File: config.mk
export PLATFORM = sky130hd
export DESIGN_NAME = mmc1_cpu_bus_if
export DESIGN_NICKNAME = d
export VERILOG_FILES = /design/src/rtl/mmc1_cpu_bus_if.sv
export SDC_FILE = /design/constraint.sdc
export NUM_CORES = 1
export LEC_CHECK = 0
export ABC_CLOCK_PERIOD_IN_PS = 3530
export CELL_PAD_IN_SITES_DETAIL_PLACEMENT = 1
export CELL_PAD_IN_SITES_GLOBAL_PLACEMENT = 1
export CORE_UTILIZATION = 50
export CTS_BUF_LIST = sky130_fd_sc_hd__clkbuf_4 sky130_fd_sc_hd__clkbuf_8
export CTS_CLUSTER_DIAMETER = 150
export CTS_CLUSTER_SIZE = 28
export DETAILED_ROUTE_END_ITERATION = 12
export HOLD_SLACK_MARGIN = 0.08
export PLACE_DENSITY = 0.91
export SLEW_MARGIN = 40
export SYNTH_ARGS = -nofsm -noshare
export SYNTH_HDL_FRONTEND = slang
export SYNTH_SLANG_ARGS = --single-unit
File: constraint.sdc
create_clock -name ck -period 3.53 [get_ports ck]
set_input_delay 0.706 -clock ck [delete_from_list [all_inputs] [get_ports ck]]
set_output_delay 0.706 -clock ck [all_outputs]
set_load 0.02 [all_outputs]
File: src/rtl/mmc1_cpu_bus_if.sv
`default_nettype none
// +------------------------------------------------------------------------+
// | Module   : mmc1_cpu_bus_if                                             |
// | Purpose  : CPU-bus front end for the MMC1 mapper core. Oversamples the |
// |            asynchronous NES CPU bus, qualifies one write per CPU cycle,|
// |            drops the second write of back-to-back (RMW) pairs, and     |
// |            emits single-cycle strobes to the serial shift stage.       |
// | Ports    : ck, res (async, active-high)                                |
// |            m2, romsel_n, rw, cpu_d0, cpu_d7, cpu_a13, cpu_a14 : bus in |
// |            cyc_stb  : one pulse per valid CPU cycle                    |
// |            wr_stb   : qualified serial load write                      |
// |            wr_rst   : qualified write with D7=1 (shift reset)          |
// |            wr_d0/wr_reg : data/register index, held until next wr_stb |
// |            bus_err  : sticky M2 timeout flag                           |
// | Options  : define MMC1_BUS_TIMEOUT_EN to enable the M2-high timeout;   |
// |            otherwise bus_err is tied 0.                                |
// | Revision : 1.0 - initial release                                       |
// +------------------------------------------------------------------------+
module mmc1_cpu_bus_if #(
  parameter int SYNC_STAGES   = 2,
  parameter int MIN_HIGH      = 3,
  parameter int CONSEC_FILTER = 1
) (
  input  logic       ck,
  input  logic       res,
  input  logic       m2,
  input  logic       romsel_n,
  input  logic       rw,
  input  logic       cpu_d0,
  input  logic       cpu_d7,
  input  logic       cpu_a13,
  input  logic       cpu_a14,
  output logic       cyc_stb,
  output logic       wr_stb,
  output logic       wr_rst,
  output logic       wr_d0,
  output logic [1:0] wr_reg,
  output logic       bus_err
);

  // Bus vector: {vld, m2, romsel_n, rw, d7, d0, a14, a13}.
  // The vld bit is a constant 1 shifted through the chain; it marks the point
  // after reset where the synced bus reflects real pins instead of reset values.
  localparam logic [7:0] c_sync_rst = 8'b0011_0000;
  localparam logic [5:0] c_cap_rst  = 6'b11_0000;

  typedef enum logic [1:0] {
    ST_LOW    = 2'd0,
    ST_HIGH   = 2'd1,
    ST_COMMIT = 2'd2
  } state_t;

  logic [7:0] r_sync [SYNC_STAGES];
  logic [7:0] w_bus_in;
  logic [7:0] w_s;

  assign w_bus_in = {1'b1, m2, romsel_n, rw, cpu_d7, cpu_d0, cpu_a14, cpu_a13};

  for (genvar gi = 0; gi < SYNC_STAGES; gi++) begin : g_sync
    if (gi == 0) begin : g_first
      always_ff @(posedge ck or posedge res) begin
        if (res) r_sync[gi] <= c_sync_rst;
        else     r_sync[gi] <= w_bus_in;
      end
    end else begin : g_next
      always_ff @(posedge ck or posedge res) begin
        if (res) r_sync[gi] <= c_sync_rst;
        else     r_sync[gi] <= r_sync[gi-1];
      end
    end
  end

  assign w_s = r_sync[SYNC_STAGES-1];

  state_t     r_state, w_state_nxt;
  logic [3:0] r_cnt, w_cnt_nxt;
  logic [5:0] r_cap, w_cap_nxt;        // {romsel_n, rw, d7, d0, a14, a13}
  logic       r_prev_wr, w_prev_nxt;
  logic       r_armed, w_armed_nxt;    // a genuine low phase has been seen
  logic       w_cyc_nxt, w_stb_nxt, w_rst_nxt, w_d0_nxt;
  logic [1:0] w_reg_nxt;
  logic       w_rom_wr;

`ifdef MMC1_BUS_TIMEOUT_EN
  logic [7:0] r_to, w_to_nxt;
  logic       r_err, w_err_nxt;
  assign bus_err = r_err;
`else
  assign bus_err = 1'b0;
`endif

  assign w_rom_wr = ~r_cap[5] & ~r_cap[4];

  always_comb begin
    w_state_nxt = r_state;
    w_cnt_nxt   = r_cnt;
    w_cap_nxt   = r_cap;
    w_prev_nxt  = r_prev_wr;
    // A phase already in progress at reset release must not be committed, so
    // HIGH is only entered after a real low level has propagated through.
    w_armed_nxt = r_armed | (w_s[7] & ~w_s[6]);
    w_cyc_nxt   = 1'b0;
    w_stb_nxt   = 1'b0;
    w_rst_nxt   = 1'b0;
    w_d0_nxt    = wr_d0;
    w_reg_nxt   = wr_reg;
`ifdef MMC1_BUS_TIMEOUT_EN
    w_to_nxt    = r_to;
    w_err_nxt   = r_err;
`endif
    case (r_state)
      ST_LOW: begin
        if (r_armed && w_s[6]) begin
          w_state_nxt = ST_HIGH;
          w_cnt_nxt   = 4'd1;
          w_cap_nxt   = w_s[5:0];
`ifdef MMC1_BUS_TIMEOUT_EN
          w_to_nxt    = 8'd0;
`endif
        end
      end
      ST_HIGH: begin
        if (w_s[6]) begin
          w_cnt_nxt = (r_cnt == 4'd15) ? r_cnt : r_cnt + 4'd1;
          w_cap_nxt = w_s[5:0];
`ifdef MMC1_BUS_TIMEOUT_EN
          if (r_cnt == 4'd15) begin
            if (r_to == 8'd239) begin
              w_err_nxt   = 1'b1;
              w_state_nxt = ST_LOW;
              w_prev_nxt  = 1'b0;
              w_armed_nxt = 1'b0;
            end else begin
              w_to_nxt = r_to + 8'd1;
            end
          end
`endif
        end else if (r_cnt >= 4'(MIN_HIGH)) begin
          // Strobes are registered here so they are high during COMMIT.
          w_state_nxt = ST_COMMIT;
          w_cyc_nxt   = 1'b1;
          if (w_rom_wr && ((CONSEC_FILTER == 0) || !r_prev_wr)) begin
            if (r_cap[3]) begin
              w_rst_nxt = 1'b1;
            end else begin
              w_stb_nxt = 1'b1;
              w_d0_nxt  = r_cap[2];
              w_reg_nxt = r_cap[1:0];
            end
          end
          w_prev_nxt = w_rom_wr;
        end else begin
          w_state_nxt = ST_LOW;   // glitch: filter state untouched
        end
      end
      ST_COMMIT: w_state_nxt = ST_LOW;
      default:   w_state_nxt = ST_LOW;
    endcase
  end

  always_ff @(posedge ck or posedge res) begin
    if (res) begin
      r_state   <= ST_LOW;
      r_cnt     <= 4'd0;
      r_cap     <= c_cap_rst;
      r_prev_wr <= 1'b0;
      r_armed   <= 1'b0;
      cyc_stb   <= 1'b0;
      wr_stb    <= 1'b0;
      wr_rst    <= 1'b0;
      wr_d0     <= 1'b0;
      wr_reg    <= 2'd0;
    end else begin
      r_state   <= w_state_nxt;
      r_cnt     <= w_cnt_nxt;
      r_cap     <= w_cap_nxt;
      r_prev_wr <= w_prev_nxt;
      r_armed   <= w_armed_nxt;
      cyc_stb   <= w_cyc_nxt;
      wr_stb    <= w_stb_nxt;
      wr_rst    <= w_rst_nxt;
      wr_d0     <= w_d0_nxt;
      wr_reg    <= w_reg_nxt;
    end
  end

`ifdef MMC1_BUS_TIMEOUT_EN
  always_ff @(posedge ck or posedge res) begin
    if (res) begin
      r_to  <= 8'd0;
      r_err <= 1'b0;
    end else begin
      r_to  <= w_to_nxt;
      r_err <= w_err_nxt;
    end
  end
`endif

endmodule
`default_nettype wire

==> results of run 1 <==
==> worst paths after layout <==
path                                   end  cells past startpoint  slack, ps  startpoint
worst max-delay path             wr_reg[1]                      1       1510   wr_reg[1]
worst min-delay path                w_s[4]                      0        360  r_sync[12]
worst max register to register   wr_reg[1]                      3       1690    r_cap[3]
worst min register to register      w_s[4]                      0        360  r_sync[12]
max in group asynchronous         r_cnt[0]                      3       2280         res
min in group asynchronous       r_sync[15]                      2        700         res
==> cells by family (layout without fill, tap and decap cells) <==
| family | after synthesis | count (layout) | share of synthesized area (%) |
|---|---|---|---|
| AOI/OAI and AO/OA | 6 | 6 | 3.36 |
| DFF | 36 | 36 | 71.7 |
| other | 2 | 2 | 0.593 |
| and+or+nand+nor | 19 | 19 | 9.58 |
| muxes | 12 | 12 | 11.5 |
| buffers and inverters | 7 | 29 | 2.37 |
| adders and majority gates | 1 | 1 | 0.987 |
==> cells in the mapped netlist, drive strengths merged <==
cell / n / area share, %
conb: 2 / 0.59
mux2i: 1 / 0.79
nand2: 2 / 0.59
dfstp: 6 / 12
o211ai: 1 / 0.59
inv: 6 / 1.8
nor2b: 1 / 0.49
a21o: 1 / 0.59
mux2: 11 / 11
nand3: 2 / 0.79
and4: 1 / 0.69
nand2b: 2 / 0.99
buf: 1 / 0.59
nor3: 4 / 2.0
o32ai: 1 / 0.69
and4b: 1 / 0.89
dfrtp: 30 / 59
or4: 2 / 1.5
a211oi: 1 / 0.59
o21ai: 1 / 0.39
nor2: 3 / 0.89
or4b: 1 / 0.79
a31oi: 1 / 0.49
ha: 1 / 0.99
==> final cells by class <==
type / instances / area, sq um
repair buffers: 15 / 148
well taps: 28 / 35.0
clock inverters: 2 / 15.0
multi-input cells: 40 / 329
clock buffers: 6 / 51.3
fillers: 221 / 788
inverters: 6 / 22.5
flip-flops and latches: 36 / 908
==> where the power goes <==
part | internal [uW] | switching (uW)
clock | 96.7 | 129
sequential | 489 | 54.2
combinational | 117 | 113
total | 703 | 296
==> per-layer routing <==
| layer | GRT usage, % | vias up | part of all wire, % |
|---|---|---|---|
| met5 | 0 | - | 0 |
| li1 | - | 323 | - |
| met2 | 33.8 | 13 | 54 |
| met1 | 21.5 | 357 | 41 |
| met4 | 6.58 | 0 | 1.4 |
| met3 | 6.38 | 5 | 3.5 |
==> metrics by stage <==
step / setup WS [ps] / cell area (sq um)
5_1_grt: 1460 / 1510
6_report: 1510 / 1510
3_5_place_dp: 1580 / 1440
2_1_floorplan: 1780 / 1270
4_1_cts: 1490 / 1510
3_3_place_gp: 1660 / 1440
==> impl_summary.log, run 1 <==
[metrics] result of the run: completed
[metrics] final period demand of the worst path: 2020 ps
[metrics] kind of cell adding the most delay to the critical path: buffers and inverters
[metrics] final-stage net count: ~110
[metrics] maximum clock frequency: 0.495 GHz
[metrics] RSZ-0062 raised after global routing: false
[metrics] Setup crit start kind: register
[metrics] largest net degree at the start of global routing: 24
[metrics] CORE AREA: 0.00230 sq mm
[metrics] clock slew seen by the registers of the worst setup and hold paths: roughly 110 ps
[metrics] total CTS buffers: 5
[metrics] worst max-slew margin expressed relative to the limit: between 60% and 70%
[metrics] clock tree from TritonCTS: yes
[metrics] buffer depth of the longest clock path: 2
[metrics] data arrival time of the critical path: approximately 1300 ps
[metrics] fraction of layout cells with a size suffix above 1: 28.6%
[metrics] Overall Global Routing Usage: 19.2%
[metrics] final hold slack: roughly 360 ps
[metrics] number of DRC markers after the initial detailed-route iteration: 4
[metrics] initial antenna violation count: 0
[metrics] Crit path required time: between 2000 and 3000 ps
[metrics] final worst path period share: about 57%
[metrics] number of vias per cell: roughly 5.2
[metrics] die area: 0.00274 sq mm
[metrics] setup skew after layout: 13.9 ps
[metrics] number of sinks on the clock net: 36
[metrics] sequential area share after synthesis: a little over 70%
[metrics] Final Wtd Congestion: 0.709
[metrics] final routed DRC violation total: 0
[metrics] total via count after detailed routing: 698
[metrics] vertical die dimension: 52.4 um
[metrics] commonest non-fill, non-tap cell in the layout: dfrtp_1
[metrics] Max Slew Vio Count: 0
[metrics] DPL Wire Length: 1.54 mm
[metrics] leading cell types in the layout, fill and taps excluded: 30 x dfrtp_1, 14 x clkdlybuf4s50_1, 8 x mux2_2
[metrics] post-synthesis instance area: 0.00127 sq mm
[metrics] final setup violating endpoints: 0
[metrics] Worst Path Buf+Inv: 1
[metrics] final antenna diode count: 0
[metrics] hold crit path type: register to register
[metrics] root buffer selected by CTS: clkbuf_4
[metrics] Port-buffer cells: 14
[metrics] reported max-cap violation count: 0
[metrics] fin cells: 133
[metrics] Initial DRT Pass Iterations: 3
[metrics] remaining global-route overflow: 0
[metrics] static leakage: 0.000675 uW
[metrics] Warnings, synthesis: 0
[metrics] Post-Place Cells: 125
[metrics] number of placed I/O pins: 16
[metrics] Post-CTS Setup Repair Bufs: 0
[metrics] cell count after synthesis: 83
[metrics] first-pass GRT wire length: 3.58 mm
[metrics] Worst setup EP type: output port
[metrics] post-cts repair resize count: 0
[metrics] clock latency of the later-clocked register in the worst-skew pair: approximately 330 ps
[metrics] post-route setup TNS: 0 ps
[metrics] maximum ir drop on the vdd rail: 0.411 mV
[metrics] std cell rows: 17
[metrics] area added between synthesis and finish: 19.1%
[metrics] net count after synthesis: 93
[metrics] standard cell with the maximum stage delay on the critical path: clkdlybuf4s50_1
[metrics] total design power: ~1000 uW
[metrics] total of flip-flops plus latches after synthesis: 36
[metrics] via count of the first global-routing pass: between 700 and 800
[metrics] count of different cell masters after synthesis: 27
[metrics] Initial Util: between 50% and 60%
[metrics] cell-by-cell trace of the critical path: clkdlybuf4s50_1
[metrics] maximum level of the CTS H-tree: 2
[metrics] Crit Path Max Fanout: 2
[metrics] post-detailed-route wirelength per cell: roughly 16 um
[metrics] utilization after layout: 65.7%
[metrics] PD cells: between 600 and 700 mW/mm^2
[metrics] die width: 52.4 um
[metrics] Routed Antenna Nets: 0
[metrics] CP peak stage delay: 620 ps
[metrics] syn avg cell area: 15.3 sq um
[metrics] path type of the worst setup path: register to output port
[metrics] transition time at the pin with the least slew margin: 583 ps
[metrics] total wire length after detailed routing: 2.06 mm
[metrics] final hold viol count: 0
[metrics] Post-CTS Hold Fix Bufs: 0
Power figures use the tool's default switching activity.
==> inputs of run 2 (changes only) <==
- ABC_CLOCK_PERIOD_IN_PS: 3530 -> 2000
- CORE_UTILIZATION: 50 -> 46
- PLACE_DENSITY: 0.91 -> 0.85
- clock period: 3.53 -> 2 ns (I/O delays scaled with it)
==> impl_summary.log, run 2 (synthesis results as in run 1) <==
[metrics] number of vias per cell: around 5.2
[metrics] Worst Path Buf+Inv: 0
[metrics] result of the run: completed
[metrics] maximum ir drop on the vdd rail: 1.04 mV
[metrics] Setup crit start kind: register
[metrics] via count of the first global-routing pass: between 700 and 800
[metrics] path type of the worst setup path: register to register
[metrics] transition time at the pin with the least slew margin: 570 ps
[metrics] die area: 0.00297 sq mm
[metrics] clock tree from TritonCTS: yes
[metrics] wire length on met3: 71 um
[metrics] Post-CTS Hold Fix Bufs: 0
[metrics] clock latency of the later-clocked register in the worst-skew pair: 330 ps
[metrics] total via count after detailed routing: ~710
[metrics] RSZ-0062 raised after global routing: false
[metrics] Final Wtd Congestion: roughly 0.69
[metrics] final hold viol count: 0
[metrics] area added between synthesis and finish: 20.3%
[metrics] hold crit path type: register to register
[metrics] utilization after layout: between 50 and 60%
[metrics] Routed Antenna Nets: 0
[metrics] Highest Signal Layer: met4
[metrics] leading cell types in the layout, fill and taps excluded: 30 x dfrtp_1, 14 x clkdlybuf4s50_1, 8 x mux2_2
[metrics] Initial Util: 49.8%
[metrics] data arrival time of the critical path: 2030 ps
[metrics] remaining global-route overflow: 0
[metrics] post-cts repair resize count: 0
[metrics] post-route setup TNS: 0 ps
[metrics] final period demand of the worst path: 1820 ps
[metrics] Max Slew Vio Count: 0
[metrics] static leakage: 0.000691 uW
[metrics] worst max-slew margin expressed relative to the limit: 61.9%
[metrics] M1 wire length: about 910 um
[metrics] final setup violating endpoints: 0
[metrics] Post-Place Cells: between 100 and 150
[metrics] PD cells: 1210 mW/mm^2
[metrics] Worst setup EP type: register
[metrics] setup skew after layout: around 18 ps
[metrics] largest net degree at the start of global routing: 37
[metrics] Overall Global Routing Usage: 19.2%
[metrics] vertical die dimension: between 50 and 60 um
[metrics] initial antenna violation count: 0
[metrics] root buffer selected by CTS: clkbuf_4
[metrics] Port-buffer cells: 14
[metrics] number of placed I/O pins: 16
[metrics] cell-by-cell trace of the critical path: or4_1 -> or4_4 -> mux2_4
[metrics] final routed DRC violation total: 0
[metrics] fill cell count: 249
[metrics] clock slew seen by the registers of the worst setup and hold paths: between 100 and 150 ps
[metrics] maximum level of the CTS H-tree: 2
[metrics] CORE AREA: 0.00254 sq mm
[metrics] final antenna diode count: 0
[metrics] buffer depth of the longest clock path: 2
[metrics] standard cell with the maximum stage delay on the critical path: or4_1
[metrics] DPL Wire Length: 1.64 mm
[metrics] commonest non-fill, non-tap cell in the layout: dfrtp_1
[metrics] CP peak stage delay: 510 ps
[metrics] final-stage net count: roughly 110
[metrics] final worst path period share: 90.9%
[metrics] number of sinks on the clock net: 36
[metrics] total CTS buffers: 5
[metrics] post-detailed-route wirelength per cell: 16.4 um
[metrics] number of DRC markers after the initial detailed-route iteration: 2
[metrics] std cell rows: 18
[metrics] kind of cell adding the most delay to the critical path: simple AND/OR/NAND/NOR gates
[metrics] Post-CTS Setup Repair Bufs: 0
[metrics] total design power: 1850 uW
[metrics] first-pass GRT wire length: 3.63 mm
[metrics] met2 WL post-DR: about 1.2 mm
[metrics] fin cells: 135
[metrics] Initial DRT Pass Iterations: 2
[metrics] total wire length after detailed routing: 2.22 mm
[metrics] Crit Path Max Fanout: 4
[metrics] fraction of layout cells with a size suffix above 1: 27.6%
[metrics] maximum clock frequency: approximately 0.55 GHz
[metrics] die width: 54.5 um
[metrics] Crit path required time: ~2200 ps
[metrics] reported max-cap violation count: 0
## run 2: layout make-up
type	instances	area, sq um	share of cell area, %
sequential	36	908	59.6
multi-input combinational	40	329	21.6
timing repair buffer	15	148	9.68
clock buffer	6	45.0	2.95
tap	30	37.5	2.46
clock inverter	2	35.0	2.30
inverter	6	22.5	1.48
## run 2: metal layers
layer / up-vias / track usage [%]
li1: 328 / -
met1: 361 / 21.7
met2: 15 / 33.1
met4: 0 / 7.69
met3: 2 / 6.67
met5: - / 0
## run 2: worst paths after layout
check                                 end  slack (ps)        from  depth (start not counted)
worst max register to register  wr_reg[0]         180    r_cap[3]                          3
worst min-delay path               w_s[5]         360  r_sync[13]                          0
max in group asynchronous        r_cap[4]        1200         res                          3
worst min register to register     w_s[5]         360  r_sync[13]                          0
worst max-delay path            wr_reg[0]         180    r_cap[3]                          3
min in group asynchronous        r_cap[3]         460         res                          3
## run 2: per-stage QoR
| stage | setup WS [ps] | hold WS (ps) | area [sq um] |
|---|---|---|---|
| detailed placement | 197 | 338 | 1450 |
| floorplan | 252 | 331 | 1270 |
| global route | 137 | 366 | 1530 |
| CTS | 174 | 363 | 1530 |
| global placement | 227 | 334 | 1450 |
| finish | 182 | 362 | 1530 |
## run 2: report_power, final
part	internal (uW)	total (uW)	switching [uW]
sequential	864	960	96.1
clock	276	494	218
combinational	206	396	190
total	1350	1850	504
